`src/rtl/rib_rr_arbiter_pkg.sv`:
```
`default_nettype none
// ============================================================================
// Module      : rib_rr_arbiter_pkg
// Description : Shared rib bus widths, arbiter state encoding and a small
//               index-width helper used by the round-robin arbiter and its
//               priority selector.
// Revision    : 1.0 - initial release
// ============================================================================
package rib_rr_arbiter_pkg;

  localparam int RIB_ADDR_W = 32;
  localparam int RIB_DATA_W = 32;

  typedef enum logic [0:0] {
    ARB_IDLE = 1'b0,
    ARB_BUSY = 1'b1
  } arb_state_e;

  // Width of an index into an n-entry vector; never narrower than one bit.
  function automatic int idx_w(input int n);
    return (n > 1) ? $clog2(n) : 1;
  endfunction

endpackage
`default_nettype wire

```
`src/rtl/rib_rr_arbiter_rr_pick.sv`:
```
`default_nettype none
// ============================================================================
// Module      : rib_rr_arbiter_rr_pick
// Description : Combinational round-robin priority selector. Scans the
//               request vector starting one position after the previous
//               winner, wrapping modulo N, and returns the first requester.
// Ports       : req   - request vector
//               last  - index of the previous winner
//               gnt   - one-hot winner (all zero when nothing requests)
//               idx   - index of the winner
//               valid - at least one request present
// Revision    : 1.0 - initial release
// ============================================================================
module rib_rr_arbiter_rr_pick
  import rib_rr_arbiter_pkg::*;
#(
  parameter int N     = 4,
  parameter int IDX_W = 2
) (
  input  logic [N-1:0]     req,
  input  logic [IDX_W-1:0] last,
  output logic [N-1:0]     gnt,
  output logic [IDX_W-1:0] idx,
  output logic             valid
);

  logic [IDX_W-1:0] w_cand;
  logic             w_found;

  // The offset walks 1..N so the previous winner is examined last, which is
  // what gives every other requester priority over it.
  always_comb begin
    gnt     = '0;
    idx     = '0;
    w_found = 1'b0;
    w_cand  = '0;
    for (int off = 1; off <= N; off++) begin
      w_cand = IDX_W'((int'(last) + off) % N);
      if (!w_found && req[w_cand]) begin
        w_found     = 1'b1;
        gnt[w_cand] = 1'b1;
        idx         = w_cand;
      end
    end
  end

  assign valid = w_found;

endmodule
`default_nettype wire

```
`src/rtl/rib_rr_arbiter.sv`:
```
`default_nettype none
// ============================================================================
// Module      : rib_rr_arbiter
// Description : Round-robin arbiter with transaction lock sharing the single
//               rib slave-side port between NUM_M masters (0 = core ex,
//               1 = core fetch, then jtag and debug uart). The grant is held
//               until the slave acknowledges or a watchdog expires, in which
//               case the master receives an error completion.
// Ports       : clk, rst         - clock, asynchronous active-low reset
//               m_req_i/we/addr/wdata - packed per-master request side
//               m_rdata_o/ack/err    - completion back to the granted master
//               grant_o           - one-hot owner, zero while idle
//               s_*               - slave-side request/response
//               hold_flag_o       - core bus-hold request
// Revision    : 1.0 - initial release
// ============================================================================
module rib_rr_arbiter
  import rib_rr_arbiter_pkg::*;
#(
  parameter int               NUM_M     = 4,
  parameter int               TIMEOUT   = 255,
  parameter logic [NUM_M-1:0] HOLD_MASK = NUM_M'(4'b0011)
) (
  input  logic                        clk,
  input  logic                        rst,
  input  logic [NUM_M-1:0]            m_req_i,
  input  logic [NUM_M-1:0]            m_we_i,
  input  logic [NUM_M*RIB_ADDR_W-1:0] m_addr_i,
  input  logic [NUM_M*RIB_DATA_W-1:0] m_wdata_i,
  output logic [RIB_DATA_W-1:0]       m_rdata_o,
  output logic [NUM_M-1:0]            m_ack_o,
  output logic [NUM_M-1:0]            m_err_o,
  output logic [NUM_M-1:0]            grant_o,
  output logic                        s_req_o,
  output logic                        s_we_o,
  output logic [RIB_ADDR_W-1:0]       s_addr_o,
  output logic [RIB_DATA_W-1:0]       s_wdata_o,
  input  logic [RIB_DATA_W-1:0]       s_rdata_i,
  input  logic                        s_ack_i,
  output logic                        hold_flag_o
);

  localparam int IDX_W = idx_w(NUM_M);
  localparam int TMR_W = $clog2(TIMEOUT + 1);

  // --------------------------------------------------------------------------
  // State and latched transaction
  // --------------------------------------------------------------------------
  arb_state_e             r_state,      w_state_nxt;
  logic [NUM_M-1:0]       r_grant,      w_grant_nxt;
  logic [IDX_W-1:0]       r_grant_idx,  w_grant_idx_nxt;
  logic [IDX_W-1:0]       r_last_grant, w_last_nxt;
  logic [TMR_W-1:0]       r_timer,      w_timer_nxt;
  logic                   r_we,         w_we_nxt;
  logic [RIB_ADDR_W-1:0]  r_addr,       w_addr_nxt;
  logic [RIB_DATA_W-1:0]  r_wdata,      w_wdata_nxt;

  logic [NUM_M-1:0]       w_pick_gnt;
  logic [IDX_W-1:0]       w_pick_idx;
  logic                   w_pick_valid;

  logic                   w_busy;
  logic                   w_timeout;
  logic                   w_done;

  rib_rr_arbiter_rr_pick #(
    .N     (NUM_M),
    .IDX_W (IDX_W)
  ) u_pick (
    .req   (m_req_i),
    .last  (r_last_grant),
    .gnt   (w_pick_gnt),
    .idx   (w_pick_idx),
    .valid (w_pick_valid)
  );

  assign w_busy    = (r_state == ARB_BUSY);
  // A real ack in the final watchdog cycle wins over the error completion.
  assign w_timeout = w_busy & ~s_ack_i & (r_timer == TMR_W'(TIMEOUT - 1));
  assign w_done    = w_busy & (s_ack_i | w_timeout);

  // --------------------------------------------------------------------------
  // Next-state logic
  // --------------------------------------------------------------------------
  always_comb begin
    w_state_nxt     = r_state;
    w_grant_nxt     = r_grant;
    w_grant_idx_nxt = r_grant_idx;
    w_last_nxt      = r_last_grant;
    w_timer_nxt     = r_timer;
    w_we_nxt        = r_we;
    w_addr_nxt      = r_addr;
    w_wdata_nxt     = r_wdata;

    case (r_state)
      ARB_IDLE: begin
        if (w_pick_valid) begin
          w_state_nxt     = ARB_BUSY;
          w_grant_nxt     = w_pick_gnt;
          w_grant_idx_nxt = w_pick_idx;
          w_timer_nxt     = '0;
          // Capture the winner's request so the slave sees stable values
          // even if the master changes its inputs mid-transaction.
          w_we_nxt        = m_we_i[w_pick_idx];
          w_addr_nxt      = m_addr_i[w_pick_idx*RIB_ADDR_W +: RIB_ADDR_W];
          w_wdata_nxt     = m_wdata_i[w_pick_idx*RIB_DATA_W +: RIB_DATA_W];
        end
      end

      ARB_BUSY: begin
        if (w_done) begin
          // Completion, normal or watchdog, always advances the rotation so a
          // stuck slave cannot pin priority on one master.
          w_state_nxt = ARB_IDLE;
          w_grant_nxt = '0;
          w_last_nxt  = r_grant_idx;
          w_timer_nxt = '0;
        end else begin
          w_timer_nxt = r_timer + TMR_W'(1);
        end
      end

      default: begin
        w_state_nxt = ARB_IDLE;
        w_grant_nxt = '0;
      end
    endcase
  end

  // --------------------------------------------------------------------------
  // State register
  // --------------------------------------------------------------------------
  always_ff @(posedge clk or negedge rst) begin
    if (!rst) begin
      r_state      <= ARB_IDLE;
      r_grant      <= '0;
      r_grant_idx  <= '0;
      r_last_grant <= IDX_W'(NUM_M - 1);
      r_timer      <= '0;
      r_we         <= 1'b0;
      r_addr       <= '0;
      r_wdata      <= '0;
    end else begin
      r_state      <= w_state_nxt;
      r_grant      <= w_grant_nxt;
      r_grant_idx  <= w_grant_idx_nxt;
      r_last_grant <= w_last_nxt;
      r_timer      <= w_timer_nxt;
      r_we         <= w_we_nxt;
      r_addr       <= w_addr_nxt;
      r_wdata      <= w_wdata_nxt;
    end
  end

  // --------------------------------------------------------------------------
  // Outputs
  // --------------------------------------------------------------------------
  assign grant_o   = r_grant;
  assign s_req_o   = w_busy;
  assign s_we_o    = r_we;
  assign s_addr_o  = r_addr;
  assign s_wdata_o = r_wdata;

  assign m_ack_o   = w_done    ? r_grant : '0;
  assign m_err_o   = w_timeout ? r_grant : '0;
  assign m_rdata_o = (w_busy & s_ack_i) ? s_rdata_i : '0;

  // Combinational so the core sees the stall released in its ack cycle;
  // qualified by reset because the request inputs are not under reset.
  assign hold_flag_o = rst & (|(HOLD_MASK & m_req_i & ~m_ack_o));

endmodule
`default_nettype wire

```
`config.mk`:
```
export PLATFORM = sky130hd
export DESIGN_NAME = rib_rr_arbiter
export DESIGN_NICKNAME = d
export VERILOG_FILES = /design/src/rtl/rib_rr_arbiter_pkg.sv /design/src/rtl/rib_rr_arbiter_rr_pick.sv /design/src/rtl/rib_rr_arbiter.sv
export SDC_FILE = /design/constraint.sdc
export NUM_CORES = 1
export LEC_CHECK = 0
export ABC_AREA = 0
export CAP_MARGIN = 20
export CORE_AREA = 3 3 159 161
export DETAILED_ROUTE_END_ITERATION = 7
export DIE_AREA = 0 0 162 164
export GPL_TIMING_DRIVEN = 0
export PLACE_DENSITY = 0.73
export SETUP_SLACK_MARGIN = 0.02
export SLEW_MARGIN = 20
export SYNTH_ARGS = -nofsm -noshare
export SYNTH_HDL_FRONTEND = slang
export SYNTH_SLANG_ARGS = --single-unit
```
`constraint.sdc`:
```
create_clock -name clk -period 4.5 [get_ports clk]
set_input_delay 0.45 -clock clk [delete_from_list [all_inputs] [get_ports clk]]
set_output_delay 0.45 -clock clk [all_outputs]
set_load 0.1 [all_outputs]
```
# Yosys cells after proc, flatten, opt, wreduce, memory -nomap -nowiden
# Cells that the tools add are included.
[word_totals]
register_bits = 82
latchBits = 0
ram_bits = 0
rom_bits = 0
n_memories = 0
[classes]
addsub = 5
multipliers = 0
div_mod_pow = 0
n_lt_le_gt_ge = 9
n_eq_ne = 3
n_shift = 2
muxes = 42
bitwise = 13
reduce_logical = 14
[op_table]
columns = ["op", "count"]
rows = [
  ["$shiftx 128x8->32", 2],
  ["$mux 32", 1],
  ["$mux 4", 8],
  ["$mux 8", 2],
  ["$pmux 8 s2", 1],
  ["$lt 2x3->1 const B", 5],
  ["$mux 1", 15],
  ["$or 4x4->4", 3],
  ["$bmux 1 s2", 5],
  ["$add 8x1->8 const B", 1],
  ["$demux 1 s2", 4],
  ["$eq 8x8->1 const B", 1],
  ["$ge 2x1->1 const B", 4],
  ["$mux 2", 4],
  ["$pmux 4 s2", 1],
  ["$logic_and 1x1->1", 7],
  ["$reduce_and 2->1", 3],
  ["$and 1x1->1", 5],
  ["$add 2x1->2 const B", 2],
  ["$add 2x2->2 const B", 2],
  ["$and 2x4->4", 1],
  ["$ne 2x1->1 const B", 2],
  ["$not 4->4", 1],
  ["$reduce_or 4->1", 1],
  ["other kinds (4)", 7],
]

# Depth between registers and ports, before layout
# Gate-level depths: netlist of run 1.
[logic_depth]
word_depth = 15
ltp_mapped = 14
mapped_depth_nobuf = 8

# Hierarchy
# From an unflattened synthesis of run 1, not the netlist that was laid out.
[hier_totals]
hier_cells = 574
hier_area_um2 = 5700.5
[by_module_without_submodules]
columns = ["mod", "instances", "cells_each", "area_each_um2", "seq_area_each_um2"]
rows = [
  ["rib_rr_arbiter", 1, 488, 5071.1, 2054.5],
  ["rib_rr_arbiter_rr_pick", 1, 86, 629.4, 0.0],
]

# Worst setup path before layout of run 1
# No wires, ideal clock.
[synth_path]
path_kind = "register to register"
start = "reg r_last_grant[0]"
end = "reg r_addr[31] (netlist: s_addr_o[31])"
setup_time_ns = 0.129
arrival_ns = 3.340
required_ns = 4.371
setup_slack_ns = 1.031
stages_incl_launch_ff = 13
path_cell_list = "dfstp_2 -> buf_6 -> buf_2 -> clkinv_1 -> clkbuf_1 -> ha_1 -> mux4_2 -> buf_2 -> or2_4 -> buf_6 -> or3_1 -> a32oi_1 -> o22ai_1"
[synth_via]
elab_chain_cells = 14
[synth_rtl]
columns = ["item", "line_no", "rtl"]
rows = [
  ["from (decl)", "rib_rr_arbiter.sv:52", "logic [IDX_W-1:0] r_last_grant, w_last_nxt;"],
  ["from (signal assigned)", "rib_rr_arbiter.sv:138", "r_last_grant <= IDX_W'(NUM_M - 1);"],
  ["from (signal assigned)", "rib_rr_arbiter.sv:147", "r_last_grant <= w_last_nxt;"],
  ["$add 2x1->2", "rib_rr_arbiter_rr_pick.sv:38", "w_cand = IDX_W'((int'(last) + off) % N);"],
  ["$bmux 1 s2", "rib_rr_arbiter_rr_pick.sv:39", "if (!w_found && req[w_cand]) begin"],
  ["$mux 1 (implied by the code)", "rib_rr_arbiter_rr_pick.sv:39", ""],
  ["$mux 1", "rib_rr_arbiter_rr_pick.sv:39", ""],
  ["$logic_not 1->1", "rib_rr_arbiter_rr_pick.sv:39", ""],
  ["$logic_and 1x1->1", "rib_rr_arbiter_rr_pick.sv:39", ""],
  ["$mux 1", "rib_rr_arbiter_rr_pick.sv:39", ""],
  ["$logic_not 1->1", "rib_rr_arbiter_rr_pick.sv:39", ""],
  ["$logic_and 1x1->1", "rib_rr_arbiter_rr_pick.sv:39", ""],
  ["$mux 1", "rib_rr_arbiter_rr_pick.sv:39", ""],
  ["$logic_not 1->1", "rib_rr_arbiter_rr_pick.sv:39", ""],
  ["$logic_and 1x1->1", "rib_rr_arbiter_rr_pick.sv:39", ""],
  ["$mux 2 / $mux 1 (equally long branches)", "rib_rr_arbiter_rr_pick.sv:39", ""],
  ["$shiftx 128x8->32 / $reduce_and 2->1 (equally long branches)", "-", ""],
  ["to (signal assigned)", "rib_rr_arbiter.sv:150", "r_addr <= w_addr_nxt;"],
  ["to (decl)", "rib_rr_arbiter.sv:55", "logic [RIB_ADDR_W-1:0] r_addr, w_addr_nxt;"],
]
# Several ways; a longest one is shown, not always the timed one. The select of a mux whose other input is x is not followed.
# A chain may end at the register's enable or synchronous reset.

# Final worst setup path of run 1
[layout_path]
start = "reg r_last_grant[0]"
end = "reg r_wdata[9] (netlist: s_wdata_o[9])"
[layout_via]
elab_chain_cells = 14
[layout_rtl]
columns = ["item", "line_no", "rtl"]
rows = [
  ["$add 2x1->2", "rib_rr_arbiter_rr_pick.sv:38", ""],
  ["$bmux 1 s2", "rib_rr_arbiter_rr_pick.sv:39", ""],
  ["$mux 1 (implied by the code)", "rib_rr_arbiter_rr_pick.sv:39", ""],
  ["$mux 1", "rib_rr_arbiter_rr_pick.sv:39", ""],
  ["$logic_not 1->1", "rib_rr_arbiter_rr_pick.sv:39", ""],
  ["$logic_and 1x1->1", "rib_rr_arbiter_rr_pick.sv:39", ""],
  ["$mux 1", "rib_rr_arbiter_rr_pick.sv:39", ""],
  ["$logic_not 1->1", "rib_rr_arbiter_rr_pick.sv:39", ""],
  ["$logic_and 1x1->1", "rib_rr_arbiter_rr_pick.sv:39", ""],
  ["$mux 1", "rib_rr_arbiter_rr_pick.sv:39", ""],
  ["$logic_not 1->1", "rib_rr_arbiter_rr_pick.sv:39", ""],
  ["$logic_and 1x1->1", "rib_rr_arbiter_rr_pick.sv:39", ""],
  ["$mux 2 / $mux 1 (equally long branches)", "rib_rr_arbiter_rr_pick.sv:39", ""],
  ["$shiftx 128x8->32 / $reduce_and 2->1 (equally long branches)", "-", ""],
  ["to (signal assigned)", "rib_rr_arbiter.sv:151", "r_wdata <= w_wdata_nxt;"],
  ["to (decl)", "rib_rr_arbiter.sv:56", "logic [RIB_DATA_W-1:0] r_wdata, w_wdata_nxt;"],
]
# Several ways; a longest one is shown, not always the timed one. The select of a mux whose other input is x is not followed.

==> flow_summary_export.csv, run 1 <==
group,metric,value,unit
outcome,status,"complete, but fails checks",
outcome,failing_checks,"negative hold slack",
route,first_pass_iters,7,
cts,cts_buffers,9,
global_routing,grt-ovfl-total,0,
final_layout,design_area,13400,um^2
route,postRouteWirelength,41100,um
route,initialDrtViolationCount,893,
worst_setup_path,worst-endpoint-required,4.70,ns
floorplan,io_pins,410,
worst_setup_path,timing_worst_setup_path_type,"flip-flop to flip-flop",
floorplan,die-width,162,um
global_routing,number_of_antenna_violations_at_the_first_check_in_global_routing,0,
placement,numPortBuffers,406,
synth,synth_enable_flop_cells,0,
floorplan,die_area,26600,um^2
synth,synth-seq-area-share,23.9,%
timing,fin_skew,0.0107,ns
timing,setup_viol,0,
worst_setup_path,path_cells,"buf_6 > buf_2 > clkinv_1 > clkbuf_1 > ha_1 > mux4_2 > buf_2 > nor2_4 > buf_4 > buf_4 > mux2i_1 > a211oi_1",
cts,post-cts-setup-buffers,0,
final_layout,n_antenna_cell,0,
synth,ys.flop_type,"sky130_fd_sc_hd__dfrtp_1",
route,wl_per_cell,23.1,um
cts,post_cts_resize_count,0,
worst_hold_path,worst_hold_path_type,"input pin to asynchronous set/reset pin",
timing,finalWorstPathRequiredPeriod,4.24,ns
global_routing,first_pass_grt_wire_length,61600,um
route,vias,10800,
timing,finalMaxSlewViolations,0,
global_routing,largest_net_degree_at_the_start_of_global_routing,51,
power_and_ir_drop,report.power.total,11.5,mW
power_and_ir_drop,leakagePower,4.96,nW
final_layout,final_core_utilization,55.7,%
final_layout,nNetsFinal,1755,
synth,synth_warnings,0,
timing,grt_setup_unrepaired,"false",
synth,synth_nets,1337,
synth,yosys.area.top_type_share,23.3,%
placement,half_perimeter_wire_length_of_the_detailed_placement_result,31400,um
final_layout,layout-drive-gt1-share,8.82,%
synth,yosys.area.top_type,"sky130_fd_sc_hd__dfrtp_1",
worst_setup_path,critical_path.slowest_cell,"sky130_fd_sc_hd__dfstp_2",
worst_setup_path,crit_path_max_fanout,13,
synth,asyncSetResetFlopFracSynth,100,%
route,highest_layer,"met4",
timing,timing.hold.ws,-0.00802,ns
synth,syn_area,8600,um^2
timing,post-route-worst-setup-slack,0.256,ns
route,wl_met1,16500,um
worst_setup_path,cp_slowest_stage_delay,0.60,ns
placement,dpl-instance-area,13100,um^2
timing,max_clock_freq,236,MHz
power_and_ir_drop,cellPowerDensity,856,nW/um^2
synth,ys_ff_latch,82,
route,met2RoutedLength,19800,um
route,final_antenna_net_count,0,
job,max_cap_violations,0,
synth,synthesis.instances,1028,
synth,synth_top_cells_by_area,"sky130_fd_sc_hd__dfrtp_1 23%, sky130_fd_sc_hd__mux2i_1 9.8%, sky130_fd_sc_hd__mux2_2 6.8%, sky130_fd_sc_hd__o22ai_1 6.4%, sky130_fd_sc_hd__a211oi_1 5.6%",
worst_setup_path,endpoint_kind,"flip-flop",
final_layout,synthToLayoutAreaGrowth,56.2,%
route,met3WireLength,3570,um
route,via_per_inst,6.08,
placement,place_ws,0.235,ns
floorplan,die-height,164,um
placement,dp_cells,1759,
power_and_ir_drop,ir_drop,0.000449,V
synth,post_synthesis_cell_type_count,58,
cts,clock_tree.htree_level_count,3,
floorplan,floorplan.rows,57,
cts,clock_sink_count,82,
timing,tightest_slew,1.04,ns
global_routing,grt_util_all_layers,29.3,%
synth,synth_area_per_cell,8.37,um^2
global_routing,first_global_vias,10900,
floorplan,initial_core_util,35.7,%
worst_setup_path,timing.critical_path.arrival,4.44,ns
cts,cts_hold_buffers,0,
cts,cts.path.max_buffers,2,
cts,clock_tree_root_driver_cell,"sky130_fd_sc_hd__clkbuf_16",
cts,clkTransAtPathRegs,0.07,ns
timing,final_min_period_over_clock_period,94.3,%
cts,clk_latency,0.35,ns
worst_setup_path,critical_path.startpoint_type,"flip-flop",
cts,tritoncts,"yes",
timing,finalHoldViolations,3,
timing,worst_slew_margin_rel,30.3,%
placement,gp_congestion,0.967,
floorplan,core_area,24100,um^2
route,drt_drc_violations_left,0,
final_layout,final-instance-count-excl-fill,1775,
[Yosys cell counts, types with 39 or more instances]
library cell               count
sky130_fd_sc_hd__a31oi_1      40
sky130_fd_sc_hd__or3_1        48
sky130_fd_sc_hd__mux2_2       52
sky130_fd_sc_hd__o21ai_0      39
sky130_fd_sc_hd__nand3_1      44
sky130_fd_sc_hd__clkbuf_1     85
sky130_fd_sc_hd__mux2i_1      84
sky130_fd_sc_hd__a211oi_1     64
sky130_fd_sc_hd__nand2_1      64
sky130_fd_sc_hd__o2111a_1     40
sky130_fd_sc_hd__o22ai_1      88
sky130_fd_sc_hd__dfrtp_1      80
sky130_fd_sc_hd__nor3_1       42
[per-layer routing]
layer / vias up / GRT usage [%]
met5: - / 0
met4: 0 / 10.1
met3: 84 / 7.14
met2: 611 / 50.2
met1: 5191 / 36.1
li1: 4911 / -
[through the flow]
step                      hold WS (ns)  setup TNS (ns)
final                         -0.00802               0
after global routing           0.00624               0
after CTS                      0.00241               0
after detailed placement         0.386               0
after global placement           0.466          -42.98
after floorplan                  0.154               0
[cells in the final DEF, fill, tap and decap left out, types with 3 or more instances in the layout]
| cell | synthesis | routed |
|---|---|---|
| sky130_fd_sc_hd__clkbuf_1 | 85 | 83 |
| sky130_fd_sc_hd__a21oi_1 | 29 | 29 |
| sky130_fd_sc_hd__or3_1 | 48 | 48 |
| sky130_fd_sc_hd__a31oi_1 | 40 | 40 |
| sky130_fd_sc_hd__a22oi_1 | 5 | 5 |
| sky130_fd_sc_hd__nor2b_1 | 6 | 6 |
| sky130_fd_sc_hd__a21o_1 | 26 | 26 |
| sky130_fd_sc_hd__inv_1 | 5 | 5 |
| sky130_fd_sc_hd__o31ai_1 | 4 | 4 |
| sky130_fd_sc_hd__buf_6 | 11 | 12 |
| sky130_fd_sc_hd__nand3_1 | 44 | 44 |
| sky130_fd_sc_hd__a32oi_1 | 24 | 24 |
| sky130_fd_sc_hd__nor2_1 | 16 | 16 |
| sky130_fd_sc_hd__and2_1 | 8 | 8 |
| sky130_fd_sc_hd__mux4_2 | 4 | 4 |
| sky130_fd_sc_hd__clkbuf_16 | 0 | 9 |
| sky130_fd_sc_hd__buf_2 | 17 | 17 |
| sky130_fd_sc_hd__nor3_1 | 42 | 42 |
| sky130_fd_sc_hd__mux2i_1 | 84 | 84 |
| sky130_fd_sc_hd__buf_4 | 9 | 9 |
| sky130_fd_sc_hd__o2111a_1 | 40 | 40 |
| sky130_fd_sc_hd__mux2_2 | 52 | 52 |
| sky130_fd_sc_hd__a221oi_1 | 4 | 4 |
| sky130_fd_sc_hd__clkbuf_2 | 2 | 4 |
| sky130_fd_sc_hd__ha_1 | 10 | 10 |
| sky130_fd_sc_hd__nand3b_1 | 3 | 3 |
| sky130_fd_sc_hd__o21ai_0 | 39 | 39 |
| sky130_fd_sc_hd__o22ai_1 | 88 | 88 |
| sky130_fd_sc_hd__nand2_1 | 64 | 64 |
| sky130_fd_sc_hd__clkdlybuf4s50_1 | 0 | 405 |
| sky130_fd_sc_hd__mux2_1 | 12 | 12 |
| sky130_fd_sc_hd__a211oi_1 | 64 | 64 |
| sky130_fd_sc_hd__and3_1 | 32 | 32 |
| sky130_fd_sc_hd__dfrtp_1 | 80 | 80 |
[state kept, by name, summed over array words and instances, names as in the netlist]
| register | cells |
|---|---|
| s_addr_o | 32 |
| s_wdata_o | 32 |
| r_timer | 8 |
| grant_o | 4 |
| r_grant_idx | 2 |
| r_last_grant | 2 |
| s_req_o | 1 |
| s_we_o | 1 |
[path summary, 6_finish.rpt]
| kind | endpoint | slack (ns) | from | cells past startpoint |
|---|---|---|---|---|
| min reg2reg | r_grant_idx[0] | 0.48 | r_grant_idx[0] | 1 |
| max in group asynchronous | r_last_grant[0] | 3.84 | rst | 2 |
| max reg2reg | s_wdata_o[9] | 0.26 | r_last_grant[0] | 12 |
| max | s_wdata_o[9] | 0.26 | r_last_grant[0] | 12 |
| min | s_wdata_o[22] | -0.008 | rst | 1 |
| min in group clk | r_grant_idx[0] | 0.48 | r_grant_idx[0] | 1 |
[layout make-up]
class,count,area [um^2]
Multi-Input combinational cell,813,5910
Clock inverter,7,101
Inverter,7,26.3
Tap cell,324,405
Timing Repair Buffer,407,4090
Clock buffer,9,225
Sequential cell,82,2050
Fill cell,2237,10700
Buffer,126,616
[critical path: cells and delay by family, from the launching register on]
kind            cells  cell delay, ns
flops               1            0.60
mux                 2            0.78
buf+inv             7            1.79
simple gates        1            0.32
compound gates      1            0.10
fa+ha+maj           1            0.51
[logic make-up after synthesis]
kind of cell / synth area share (%)
simple gates: 17.0
buf+inv: 7.43
flops: 23.9
compound gates: 31.0
xor+xnor: 0.102
mux: 19.2
fa+ha+maj: 1.45
[power by group]
group          switching [mW]  internal, mW
clock                   0.367         0.494
combinational            6.23          3.05
sequential              0.249          1.10
(Power assumes the default switching activity.)
==> inputs of run 2 (changes only) <==
==> constraint.sdc (replaced) <==
create_clock -name clk -period 4 [get_ports clk]
set_input_delay 0.4 -clock clk [delete_from_list [all_inputs] [get_ports clk]]
set_output_delay 0.4 -clock clk [all_outputs]
set_load 0.1 [all_outputs]
==> run 2 against run 1 <==
Against the previous run: fmax grew 11%; worst hold slack gained 0.49 ns; core utilization grew 0.23 points; first-iteration DRC count grew 5.7%; the run now ends clean; global-route usage is essentially flat; non-clock buffer count grew 4; critical path depth grew 2; total power grew 13%; routed wire length grew 0.31%; setup slack lost 0.078 ns; die area is the same.
==> flow_summary_export.csv, run 2 (synthesis gave the netlist of run 1 again) <==
group,metric,value,unit
outcome,status,"finished clean",
timing,finalHoldViolations,0,
route,vias,10800,
timing,finalMaxSlewViolations,0,
timing,grt_setup_unrepaired,"false",
route,initialDrtViolationCount,944,
floorplan,core_area,24100,um^2
floorplan,die-width,162,um
final_layout,n_antenna_cell,0,
placement,place_ws,-0.265,ns
timing,post-route-worst-setup-slack,0.178,ns
power_and_ir_drop,combinational_power_share,80.9,%
worst_setup_path,timing.critical_path.arrival,4.06,ns
cts,clkTransAtPathRegs,0.08,ns
cts,clock_tree.htree_level_count,3,
floorplan,io_pins,410,
cts,tritoncts,"yes",
timing,setup_viol,0,
final_layout,layout-drive-gt1-share,9.21,%
final_layout,highest_count_cells_in_the_layout_ignoring_fill_and_taps,"400 x sky130_fd_sc_hd__clkdlybuf4s50_1, 88 x sky130_fd_sc_hd__o22ai_1, 84 x sky130_fd_sc_hd__mux2i_1",
floorplan,floorplan.rows,57,
power_and_ir_drop,internal_power,5.27,mW
final_layout,nNetsFinal,1759,
timing,tightest_slew,1.04,ns
cts,cts_buffers,9,
global_routing,number_of_antenna_violations_at_the_first_check_in_global_routing,0,
power_and_ir_drop,ir_drop,0.000507,V
power_and_ir_drop,cellPowerDensity,963,nW/um^2
cts,clk_latency,0.35,ns
placement,half_perimeter_wire_length_of_the_detailed_placement_result,31400,um
floorplan,die-height,164,um
placement,numPortBuffers,406,
power_and_ir_drop,clock_group_share_of_total_power,7.4,%
worst_setup_path,critical_path.startpoint_type,"flip-flop",
floorplan,die_area,26600,um^2
worst_setup_path,timing_worst_setup_path_type,"flip-flop to flip-flop",
worst_setup_path,endpoint_kind,"flip-flop",
global_routing,first_global_vias,10900,
final_layout,final_common_cell,"sky130_fd_sc_hd__clkdlybuf4s50_1",
route,via_per_inst,6.09,
route,first_pass_iters,5,
timing,final_min_period_over_clock_period,95.5,%
global_routing,grt_util_all_layers,29.3,%
worst_hold_path,worst_hold_path_type,"flip-flop to flip-flop",
route,drt_drc_violations_left,0,
global_routing,first_pass_grt_wire_length,61700,um
floorplan,initial_core_util,35.7,%
worst_setup_path,worst-endpoint-required,4.23,ns
placement,gp_congestion,0.967,
final_layout,synthToLayoutAreaGrowth,56.8,%
power_and_ir_drop,seq_power_share,11.7,%
worst_setup_path,crit_path_max_fanout,13,
timing,max_clock_freq,262,MHz
cts,clock_sink_count,82,
job,max_cap_violations,0,
cts,cts.path.max_buffers,2,
power_and_ir_drop,power.share.switching,59.4,%
cts,clock_tree_root_driver_cell,"sky130_fd_sc_hd__clkbuf_16",
final_layout,design_area,13500,um^2
route,postRouteWirelength,41200,um
power_and_ir_drop,net_sw_power,7.72,mW
route,wl_per_cell,23.2,um
timing,fin_skew,0.0106,ns
global_routing,grt-ovfl-total,0,
placement,dpl-instance-area,13100,um^2
timing,finalWorstPathRequiredPeriod,3.82,ns
global_routing,largest_net_degree_at_the_start_of_global_routing,51,
power_and_ir_drop,leakagePower,5.06,nW
timing,worst_slew_margin_rel,30.3,%
route,final_antenna_net_count,0,
run 2: timing repair:
action	in CTS	in global routing
setup buffers	3	0
endpoints found under the hold margin	33	0
setup endpoints to repair	71	73
cloned	0	0
resized for setup	6	9
hold buffers	1	0
pin swaps	1	0
run 2: metrics by stage:
stage | TNS, ns | utilization (%) | hold WS (ns) | cells | power [mW]
final | 0 | 56.0 | 0.486 | 1779 | 13.0
after floorplan | 0 | - | 0.104 | 1028 | 9.06
after CTS | 0 | 55.9 | 0.489 | 1779 | 12.9
after detailed placement | -11.02 | 54.3 | 0.336 | 1759 | 11.9
after global placement | -84.95 | 54.2 | 0.466 | 1758 | 11.8
after global routing | 0 | 56.0 | 0.514 | 1779 | 13.6
run 2: cell type report:
type / count / area (um^2)
plain buffers: 126 / 624
clock buffers: 9 / 225
clock inverters: 7 / 101
fillers: 2230 / 10600
inverters: 7 / 30.0
multi-input cells: 813 / 5920
flip-flops and latches: 82 / 2050
well taps: 324 / 405
repair buffers: 411 / 4130
run 2: metal layers:
metal | up-vias | part of all wire (%) | track usage [%]
met5 | - | 0 | 0
met4 | 0 | 3.2 | 10.1
met3 | 96 | 8.5 | 7.14
met2 | 609 | 48 | 50.4
met1 | 5209 | 40 | 36.0
li1 | 4923 | - | -
run 2: worst max-delay path, cell delays in order (launching register included):
cell and delay, ns:
sky130_fd_sc_hd__dfstp_2 0.59, sky130_fd_sc_hd__buf_6 0.15, sky130_fd_sc_hd__clkbuf_4 0.22, sky130_fd_sc_hd__clkinvlp_4 0.17, sky130_fd_sc_hd__buf_4 0.23, sky130_fd_sc_hd__ha_2 0.39
sky130_fd_sc_hd__mux4_2 0.51, sky130_fd_sc_hd__clkbuf_4 0.23, sky130_fd_sc_hd__inv_2 0.10, sky130_fd_sc_hd__o21ai_2 0.07, sky130_fd_sc_hd__buf_6 0.19, sky130_fd_sc_hd__buf_6 0.19
sky130_fd_sc_hd__mux2_1 0.32, sky130_fd_sc_hd__a211oi_1 0.24, sky130_fd_sc_hd__o22ai_1 0.11
run 2: worst paths after layout:
path	from	endpoint	slack (ns)	cells past startpoint
max	r_last_grant[0]	s_wdata_o[31]	0.18	14
min	r_grant_idx[0]	r_grant_idx[0]	0.49	1
max reg2reg	r_last_grant[0]	s_wdata_o[31]	0.18	14
min reg2reg	r_grant_idx[0]	r_grant_idx[0]	0.49	1
max in group asynchronous	rst	r_last_grant[0]	2.81	3
min in group asynchronous	rst	s_wdata_o[22]	0.51	2
run 2: power groups by stage:
stage	Clock [mW]	Combinational, mW	Sequential (mW)
final	0.962	10.5	1.52
after floorplan	0	5.17	3.89
after CTS	0.983	10.4	1.51
after detailed placement	0	10.4	1.51
after global placement	0	10.2	1.51
after global routing	1.01	11.1	1.55
